`config.mk`:
```
export PLATFORM = sky130hd
export DESIGN_NAME = wasm_cpu
export DESIGN_NICKNAME = d
export VERILOG_FILES = /design/src/rtl/wasm_cpu.sv
export SDC_FILE = /design/constraint.sdc
export NUM_CORES = 2
export LEC_CHECK = 0
export ABC_AREA = 0
export CAP_MARGIN = 30
export CORE_ASPECT_RATIO = 0.8
export CORE_MARGIN = 10
export CORE_UTILIZATION = 50
export CTS_BUF_LIST = sky130_fd_sc_hd__clkbuf_8 sky130_fd_sc_hd__clkbuf_16
export CTS_CLUSTER_SIZE = 16
export DETAILED_ROUTE_END_ITERATION = 16
export PLACE_DENSITY_LB_ADDON = 0.12
export SETUP_SLACK_MARGIN = 0.5
export SLEW_MARGIN = 25
export SYNTH_ARGS = -nofsm -noshare
export SYNTH_HDL_FRONTEND = slang
export SYNTH_SLANG_ARGS = --single-unit
```
`constraint.sdc`:
```
create_clock -name clk -period 10.6 [get_ports clk]
set_clock_uncertainty 0.05 [all_clocks]
set_input_delay 2.12 -clock clk [delete_from_list [all_inputs] [get_ports clk]]
set_output_delay 2.12 -clock clk [all_outputs]
set_load 0.005 [all_outputs]
```
`src/rtl/wasm_cpu.sv`:
```
// wasm_cpu: small WebAssembly bytecode interpreter core.
//
// Executes a subset of WebAssembly (nop, unreachable, end, drop, i32/i64.const,
// i32/i64 add/sub, i32.eqz) from a byte-addressed ROM, starting at address 0.
// Operands live on an internal stack of 2**STACK_DEPTH 64-bit entries.
//
// Ports:
//   clk          sole clock, rising edge
//   reset        synchronous, active-low
//   result       registered top-of-stack value, 0 when the stack is empty
//   result_empty registered, 1 when the stack is empty
//   trap         status: 0 running, 1 end, 2 unreachable, 3 bad opcode / LEB
//                too long, 4 ROM out of bounds, 5 stack underflow,
//                6 stack overflow
//   mem_addr     ROM byte address (always equal to the program counter)
//   mem_extra    extra bytes requested, constant 0
//   mem_data     ROM data, addressed byte in [127:120]
//   mem_error    ROM out-of-bounds flag, arrives with mem_data
//   dbg_state    current FSM state, for observation only
//
// ROM interface: there is no valid/ready handshake. The ROM is fixed-latency:
// the address presented during cycle N is answered by mem_data/mem_error
// during cycle N+1, and the core samples them at the end of that cycle.
module wasm_cpu #(
  parameter int MEM_DEPTH   = 32,
  parameter int STACK_DEPTH = 4
) (
  input  logic               clk,
  input  logic               reset,
  output logic [63:0]        result,
  output logic               result_empty,
  output logic [3:0]         trap,
  output logic [MEM_DEPTH:0] mem_addr,
  output logic [3:0]         mem_extra,
  input  logic [127:0]       mem_data,
  input  logic               mem_error,
  output logic [2:0]         dbg_state
);

  localparam int STACK_SIZE = 1 << STACK_DEPTH;
  localparam logic [STACK_DEPTH:0] SP_FULL = (STACK_DEPTH+1)'(STACK_SIZE);
  localparam logic [STACK_DEPTH:0] SP_ONE  = (STACK_DEPTH+1)'(1);
  localparam logic [STACK_DEPTH:0] SP_TWO  = (STACK_DEPTH+1)'(2);
  localparam logic [MEM_DEPTH:0]   PC_ONE  = (MEM_DEPTH+1)'(1);

  typedef enum logic [2:0] {
    S_FETCH    = 3'd0,
    S_DECODE   = 3'd1,
    S_LEB      = 3'd2,
    S_LEB_WAIT = 3'd3,
    S_EXEC     = 3'd4,
    S_HALT     = 3'd5
  } state_t;

  state_t               state, state_n;
  logic [MEM_DEPTH:0]   pc, pc_n;
  logic [7:0]           opcode, opcode_n;
  logic [63:0]          leb_val, leb_val_n;
  logic [6:0]           leb_shift, leb_shift_n;
  logic [3:0]           leb_cnt, leb_cnt_n;
  logic [3:0]           trap_n;
  logic [STACK_DEPTH:0] sp, sp_n;
  logic [63:0]          result_n;
  logic                 result_empty_n;

  logic [63:0]            stk [STACK_SIZE];
  logic                   stk_we;
  logic [STACK_DEPTH-1:0] stk_widx;
  logic [63:0]            stk_wdata;

  logic [STACK_DEPTH-1:0] top_idx, sec_idx;
  logic [63:0]            top_val, sec_val;
  logic [7:0]             mem_byte;
  logic [3:0]             leb_limit;
  logic                   unused_mem_bits;

  assign mem_byte        = mem_data[127:120];
  assign unused_mem_bits = ^mem_data[119:0];
  assign mem_addr        = pc;
  assign mem_extra       = 4'd0;
  assign dbg_state       = state;

  // Slot indices wrap harmlessly when sp is too small; every use is guarded
  // by an sp check first.
  assign top_idx   = STACK_DEPTH'(sp - SP_ONE);
  assign sec_idx   = STACK_DEPTH'(sp - SP_TWO);
  assign top_val   = stk[top_idx];
  assign sec_val   = stk[sec_idx];
  assign leb_limit = (opcode == 8'h41) ? 4'd5 : 4'd10;

  always_comb begin
    state_n        = state;
    pc_n           = pc;
    opcode_n       = opcode;
    leb_val_n      = leb_val;
    leb_shift_n    = leb_shift;
    leb_cnt_n      = leb_cnt;
    trap_n         = trap;
    sp_n           = sp;
    result_n       = result;
    result_empty_n = result_empty;
    stk_we         = 1'b0;
    stk_widx       = top_idx;
    stk_wdata      = 64'd0;

    case (state)
      S_FETCH: state_n = S_DECODE;

      S_DECODE: begin
        if (mem_error) begin
          trap_n  = 4'd4;
          state_n = S_HALT;
        end else begin
          opcode_n = mem_byte;
          pc_n     = pc + PC_ONE;
          case (mem_byte)
            8'h41, 8'h42: begin
              leb_val_n   = 64'd0;
              leb_shift_n = 7'd0;
              leb_cnt_n   = 4'd0;
              state_n     = S_LEB;
            end
            8'h00, 8'h01, 8'h0B, 8'h1A, 8'h45,
            8'h6A, 8'h6B, 8'h7C, 8'h7D: state_n = S_EXEC;
            default: begin
              trap_n  = 4'd3;
              state_n = S_HALT;
            end
          endcase
        end
      end

      S_LEB: state_n = S_LEB_WAIT;

      S_LEB_WAIT: begin
        if (mem_error) begin
          trap_n  = 4'd4;
          state_n = S_HALT;
        end else begin
          pc_n        = pc + PC_ONE;
          leb_val_n   = leb_val | (64'(mem_byte[6:0]) << leb_shift);
          leb_shift_n = leb_shift + 7'd7;
          leb_cnt_n   = leb_cnt + 4'd1;
          if (mem_byte[7]) begin
            // Continuation on the last allowed byte means the immediate
            // is too long.
            if (leb_cnt_n == leb_limit) begin
              trap_n  = 4'd3;
              state_n = S_HALT;
            end else begin
              state_n = S_LEB;
            end
          end else begin
            if (mem_byte[6] && (leb_shift_n < 7'd64))
              leb_val_n = leb_val_n | ({64{1'b1}} << leb_shift_n);
            if (opcode == 8'h41)
              leb_val_n = {32'd0, leb_val_n[31:0]};
            state_n = S_EXEC;
          end
        end
      end

      S_EXEC: begin
        state_n = S_FETCH;
        case (opcode)
          8'h00: begin
            trap_n  = 4'd2;
            state_n = S_HALT;
          end
          8'h0B: begin
            trap_n  = 4'd1;
            state_n = S_HALT;
          end
          8'h1A: begin
            if (sp < SP_ONE) begin
              trap_n  = 4'd5;
              state_n = S_HALT;
            end else begin
              sp_n           = sp - SP_ONE;
              result_empty_n = (sp == SP_ONE);
              result_n       = (sp == SP_ONE) ? 64'd0 : sec_val;
            end
          end
          8'h41, 8'h42: begin
            if (sp == SP_FULL) begin
              trap_n  = 4'd6;
              state_n = S_HALT;
            end else begin
              stk_we         = 1'b1;
              stk_widx       = sp[STACK_DEPTH-1:0];
              stk_wdata      = leb_val;
              sp_n           = sp + SP_ONE;
              result_n       = leb_val;
              result_empty_n = 1'b0;
            end
          end
          8'h45: begin
            if (sp < SP_ONE) begin
              trap_n  = 4'd5;
              state_n = S_HALT;
            end else begin
              stk_we    = 1'b1;
              stk_widx  = top_idx;
              stk_wdata = {63'd0, (top_val[31:0] == 32'd0)};
              result_n  = stk_wdata;
            end
          end
          8'h6A, 8'h6B, 8'h7C, 8'h7D: begin
            if (sp < SP_TWO) begin
              trap_n  = 4'd5;
              state_n = S_HALT;
            end else begin
              // a is the second entry, b the top; the result overwrites a.
              case (opcode)
                8'h6A:   stk_wdata = {32'd0, sec_val[31:0] + top_val[31:0]};
                8'h6B:   stk_wdata = {32'd0, sec_val[31:0] - top_val[31:0]};
                8'h7C:   stk_wdata = sec_val + top_val;
                default: stk_wdata = sec_val - top_val;
              endcase
              stk_we   = 1'b1;
              stk_widx = sec_idx;
              sp_n     = sp - SP_ONE;
              result_n = stk_wdata;
            end
          end
          default: ; // nop
        endcase
      end

      default: ; // S_HALT: everything frozen until reset
    endcase
  end

  always_ff @(posedge clk) begin
    if (!reset) begin
      state        <= S_FETCH;
      pc           <= '0;
      opcode       <= 8'd0;
      leb_val      <= 64'd0;
      leb_shift    <= 7'd0;
      leb_cnt      <= 4'd0;
      trap         <= 4'd0;
      sp           <= '0;
      result       <= 64'd0;
      result_empty <= 1'b1;
    end else begin
      state        <= state_n;
      pc           <= pc_n;
      opcode       <= opcode_n;
      leb_val      <= leb_val_n;
      leb_shift    <= leb_shift_n;
      leb_cnt      <= leb_cnt_n;
      trap         <= trap_n;
      sp           <= sp_n;
      result       <= result_n;
      result_empty <= result_empty_n;
      if (stk_we) stk[stk_widx] <= stk_wdata;
    end
  end

endmodule

```
# [After elaboration in Yosys (flattened, before gate mapping)]
# Memories as Yosys holds them, arrays and structs flattened.
# Index checks and enable logic that the tools add are counted.
# W data, S select, Z words.
[word_totals] memories=1 ff_bits=193 ram_bits=1024 elab_cells=162
[memory_table] memory="stk" words=16 word_bits=64 read_ports=2 rd_clocked_by_memory_dff=0 write_ports=1 line="66" rtl="logic [63:0] stk [STACK_SIZE];"
[classes] shift=2 bitwise=3 n_lt_le_gt_ge=3 addsub=10 eq_ne=40 reduce_logical=26 n_mux=67
[ops] operator="$mux W64" count=14
[ops] operator="$pmux W64 S3" count=2
[ops] operator="$pmux W64 S4" count=1
[ops] operator="$or A64 B64 Y64" count=2
[ops] operator="$pmux W64 S2" count=1
[ops] operator="$eq A8 B7 Y1 const B" count=14
[ops] operator="$add A64 B64 Y64" count=1
[ops] operator="$shl A64 B7 Y64 const A" count=1
[ops] operator="$shl A7 B7 Y64" count=1
[ops] operator="$sub A64 B64 Y64" count=1
[ops] operator="$mux W4" count=15
[ops] operator="$add A33 B1 Y33 const B" count=1
[ops] operator="$add A32 B32 Y32" count=1
[ops] operator="$logic_not A32 Y1" count=1
[ops] operator="$sub A32 B32 Y32" count=1
[ops] operator="$mux W3" count=7
[ops] operator="$mux W7" count=3
[ops] operator="$pmux W4 S5" count=1
[ops] operator="$ne A3 B3 Y1 const B" count=6
[ops] operator="$eq A8 B4 Y1 const B" count=2
[ops] operator="$eq A8 B5 Y1 const B" count=2
[ops] operator="$logic_not A8 Y1" count=2
[ops] operator="$pmux W4 S2" count=2
[ops] operator="$mux W5" count=3
[ops] operator="other kinds (42)" count=66

# [Longest topological paths before layout]
[depth] word_depth=8 ltp_mapped=38 depth_no_buf=28

# [Worst setup path before layout]
# No wires, ideal clock.
[synth_path] path_type="register to register" from="reg sp[1]" to="mem stk[0][59], data pin" n_path_buf=8 slack_ps=1901 required_ps=10209 path_stages_with_launch=35 setup_time_ps=341 arrival_ps=8309 cell_sequence="dfxtp_1 clkbuf_1 buf_1 clkbuf_1 clkbuf_1 inv_1 ha_1 xnor2_1 clkbuf_1 clkbuf_1 buf_1 clkbuf_1 nor2_1 nor2_1 o21ai_0 ha_1 and2_1 nand4_1 nor2_1 and3_1 nor2_1 xor2_1 ha_1 a21oi_1 o21ai_0 a21oi_1 nor3_1 a2111oi_0 a21oi_1 o22a_1 and3_1 nand2b_1 a21boi_0 xor2_1 o31ai_1"
[synth_via] elab_chain_cells=7 elab_cells_between_ends=12 classes_between="4 x add/sub; 1 x order compare; 1 x eq/ne; 5 x mux; 1 x memory"
[synth_rtl] item="start, declared" line="62" rtl="logic [STACK_DEPTH:0] sp, sp_n;"
[synth_rtl] item="start signal, assigned" line="254" rtl="sp <= sp_n;"
[synth_rtl] item="$sub A5 B1 Y5 or $sub A4 B2 Y4 (tied branches)"
[synth_rtl] item="$mem_v2 Z16 W64"
[synth_rtl] item="$sub A64 B64 Y64 or $add A64 B64 Y64 (tied branches)" line="218, 217"
[synth_rtl] item="$pmux W64 S3" line="214" rtl="case (opcode)"
[synth_rtl] item="$mux W64" line="209" rtl="if (sp < SP_TWO) begin"
[synth_rtl] item="$pmux W64 S3 (*)" line="165" rtl="case (opcode)"
[synth_rtl] item="$mux W64 (*)" line="106" rtl="case (state)"
[synth_rtl] item="named net stk_wdata[59]" line="69" rtl="logic [63:0] stk_wdata;"
[synth_rtl] item="end, declared" line="66"
# The timed path passes the listed nets; every way through them passes the cells marked *.

# [Worst setup path after layout]
[layout_path] from="reg sp[0]" to="mem stk[12][30], data pin"
[layout_via] elab_chain_cells=7 elab_cells_between_ends=14 classes_between="6 x add/sub; 1 x order compare; 1 x eq/ne; 5 x mux; 1 x memory"
[layout_rtl] item="$sub A5 B1 Y5 or $sub A4 B2 Y4 (tied branches)"
[layout_rtl] item="$mem_v2 Z16 W64"
[layout_rtl] item="$sub A64 B64 Y64, or another cell as far along" line="218" rtl="default: stk_wdata = sec_val - top_val;"
[layout_rtl] item="$pmux W64 S3" line="214"
[layout_rtl] item="$mux W64" line="209"
[layout_rtl] item="$pmux W64 S3 (*)" line="165"
[layout_rtl] item="$mux W64 (*)" line="106"
[layout_rtl] item="named net stk_wdata[30]" line="69"
# Marks and branches as above.

==> results.ini <==
[outcome]
outcome=finished clean

[floorplanning]
io_pins=240
chipWidth_um=420.7
start_util_pct=50.43
coreArea_um2=127400
rows=117
dieArea_um2=143300
dieHeight_um=340.6

[grt]
antenna_found_initial=5
grt_pass1_vias=40177
overflow=0
grt_use_met1_pct=41.11
grtUsageMet3_pct=6.932
grt_max_degree=133
grt_use_met2_pct=39.78
grt_util_all_layers_pct=27.30
grt_pass1_wl_mm=287.6
busiest_layer=met1

[sta]
setup_tns_ns=0
slew_headroom_pct=30.00
grt_setup_unrepaired=no
worstMarginPinSlew_ns=1.050
maxSlewViolCount=0
hold_viol=0
fmax_mhz=110.5
min_period_over_period_pct=85.40
worst_hold_slack_ns=0.4359
min_period_ns=9.052
finalSetupViolCount=0

[clocking]
clk_pin_slew_ns=0.06
worstSkewPairLatency_ns=0.77
cts-resized-gates=0
htreeDepth=3
cts_tree=done
hold_buffers=0
cts_setup_buffers=0
cts_buffer_depth=3
numClockSinks=1216
numCtsBuffers=119
root_buffer=clkbuf_16

[power_and_ir_drop]
cellPowerDensity_nw_per_um2=135.3
cellLeakagePower_uw=0.02344
peakVddDrop_v=0.0001255

[synthesis]
netlist_area_um2=64230
synth_cell_types=90
ys_top_cells_by_area=edfxtp_1 48%, mux4_2 21%, dfxtp_1 6.0%
ys.flop_type=edfxtp_1
syn_inst=4429
synthArstFlopShare_pct=0
synth_top_area_share_pct=47.88
synth_area_leader_cell=edfxtp_1
ys_ff_latch=1216
avgSynthCellArea_um2=14.50
ys.warnings.count=0
yosysMostFrequentCell=edfxtp_1
ys_top_cells_by_count=1024 x edfxtp_1, 590 x mux4_2, 428 x nor2_1
synth_edf_count=1024
synth_seq_area_share_pct=53.86

[route]
vias=42667
vias_per_cell=6.796
wl_per_cell_um=31.77
initialDrtViolationCount=5874
drtPass1Iterations=8
drc=0
wl_mm=199.4
final_antenna_net_count=0

[setup_path]
crit_path_start=sp[0]
worstSetupEndpointType=flip-flop
cp_max_fo=42
crit_type=flip-flop to flip-flop
cp.required_ns=10.92
start_kind=flip-flop
crit_chain=inv_1 -> ha_4 -> mux4_2 -> mux2i_1 -> nand2_1 -> o22ai_1 -> nor2b_1 -> and2_1 -> nor2_1 -> xnor2_1 -> ha_1 -> or3_1 -> a221oi_1 -> o21ai_0 -> a31oi_1 -> o31ai_1 -> nor4_1 -> o41ai_1 -> xnor2_1 -> o21ai_0 -> a22oi_1 -> nor2_1
cp_slowest_stage_delay_ns=0.99
reg2reg_from=sp[0]
critPathSlowestCell=ha_4
arrival_ns=9.37

[finish]
multi_input_area_um2=28360
seqCellArea_um2=34600
synthToLayoutAreaGrowth_pct=11.71
final_nets=4766
drive_above_1_share_pct=21.54
nFillCells=10145

[placement]
dp_hpwl_mm=127.8
place.gp.congestion=1.015
io_buffers=114

[run]
drv_cap=0

[hold_path]
worst_hold_path_type=flip-flop to flip-flop
hp-start=opcode[7]

## state kept, by name (all words and copies together) (netlist names)
name / flops
leb_val: 64
dbg_state: 3
mem_addr: 33
result: 64
stk: 1024
trap: 3
opcode: 8
leb_cnt: 4
result_empty: 1
sp: 5
leb_shift: 7
## path summary, 6_finish.rpt
kind,endpoint,slack [ns],cells after the start
worst max-delay path,stk[12][30],1.55,22
worst min-delay path,opcode[7],0.44,2
worst max register to register,stk[12][30],1.55,22
worst min register to register,opcode[7],0.44,2
## per-layer routing
layer,wire [µm],vias to the layer above
li1,-,17996
met1,84560,21975
met2,87230,2386
met3,22660,310
met4,4996,0
met5,0,-
## stage by stage
stage / area, µm² / instances / utilization [%] / power [µW] / worst slack (ns)
CTS: 71520 / 6255 / 56.15 / 9763 / 1.799
global placement: 67330 / 6026 / 52.87 / 5417 / 1.551
global route: 71750 / 6278 / 56.34 / 9979 / 1.202
floorplan: 64240 / 4433 / - / 5352 / 1.901
detailed placement: 67490 / 6034 / 52.99 / 5418 / 1.846
finish: 71750 / 6278 / 56.34 / 9707 / 1.548
## cell type report
type                       instances  share of cell area (%)
sequential                      1216                   48.22
multi-input combinational       2878                   39.53
clock buffer                     122                   4.239
timing repair buffer             257                   3.510
tap                             1666                   2.905
clock inverter                    99                   1.378
inverter                          39                  0.2075
antenna                            1                0.003488
## logic make-up (layout without fill, tap and decap cells)
logic type               after synthesis  after routing  share of synthesized area [%]
other                                  1              6                       0.005839
adder cells (fa/ha/maj)              124            124                          2.439
multiplexers                         665            665                          22.31
AO/OA/AOI/OAI                        842            842                          8.593
buffers and inverters                339            517                          2.492
flip-flops                          1216           1216                          53.86
XOR/XNOR                             232            232                          3.175
AND/OR/NAND/NOR                     1010           1010                          7.126
## where the power goes
part	switching [µW]	total [µW]	leakage [µW]	internal (µW)
sequential	6.27	5120	0.0115	5110
clock	1870	4390	0.00203	2520
combinational	132	205	0.00991	73.2
## worst max-delay path, delay by kind of cell, from the launching register on
kind	cells	cell delay, ns
compound gates	8	2.83
xor+xnor	2	0.48
flops	1	0.53
fa+ha+maj	2	1.31
simple gates	7	2.30
mux	2	0.76
buf+inv	1	0.35
## cell usage in the layout (no fill, tap or decap), types with 45 or more instances in the layout
master,count
a211oi_1,50
a21o_1,62
a21oi_1,249
a22oi_1,60
buf_4,109
clkbuf_16,121
clkdlybuf4s50_1,114
dfxtp_1,190
edfxtp_1,1024
ha_1,120
inv_1,57
mux2i_1,48
mux4_2,590
nand2_1,274
nand3_1,45
nor2_1,405
nor3_1,45
o21ai_0,137
xnor2_1,116
xor2_1,111
Power figures use the tool's default switching activity.
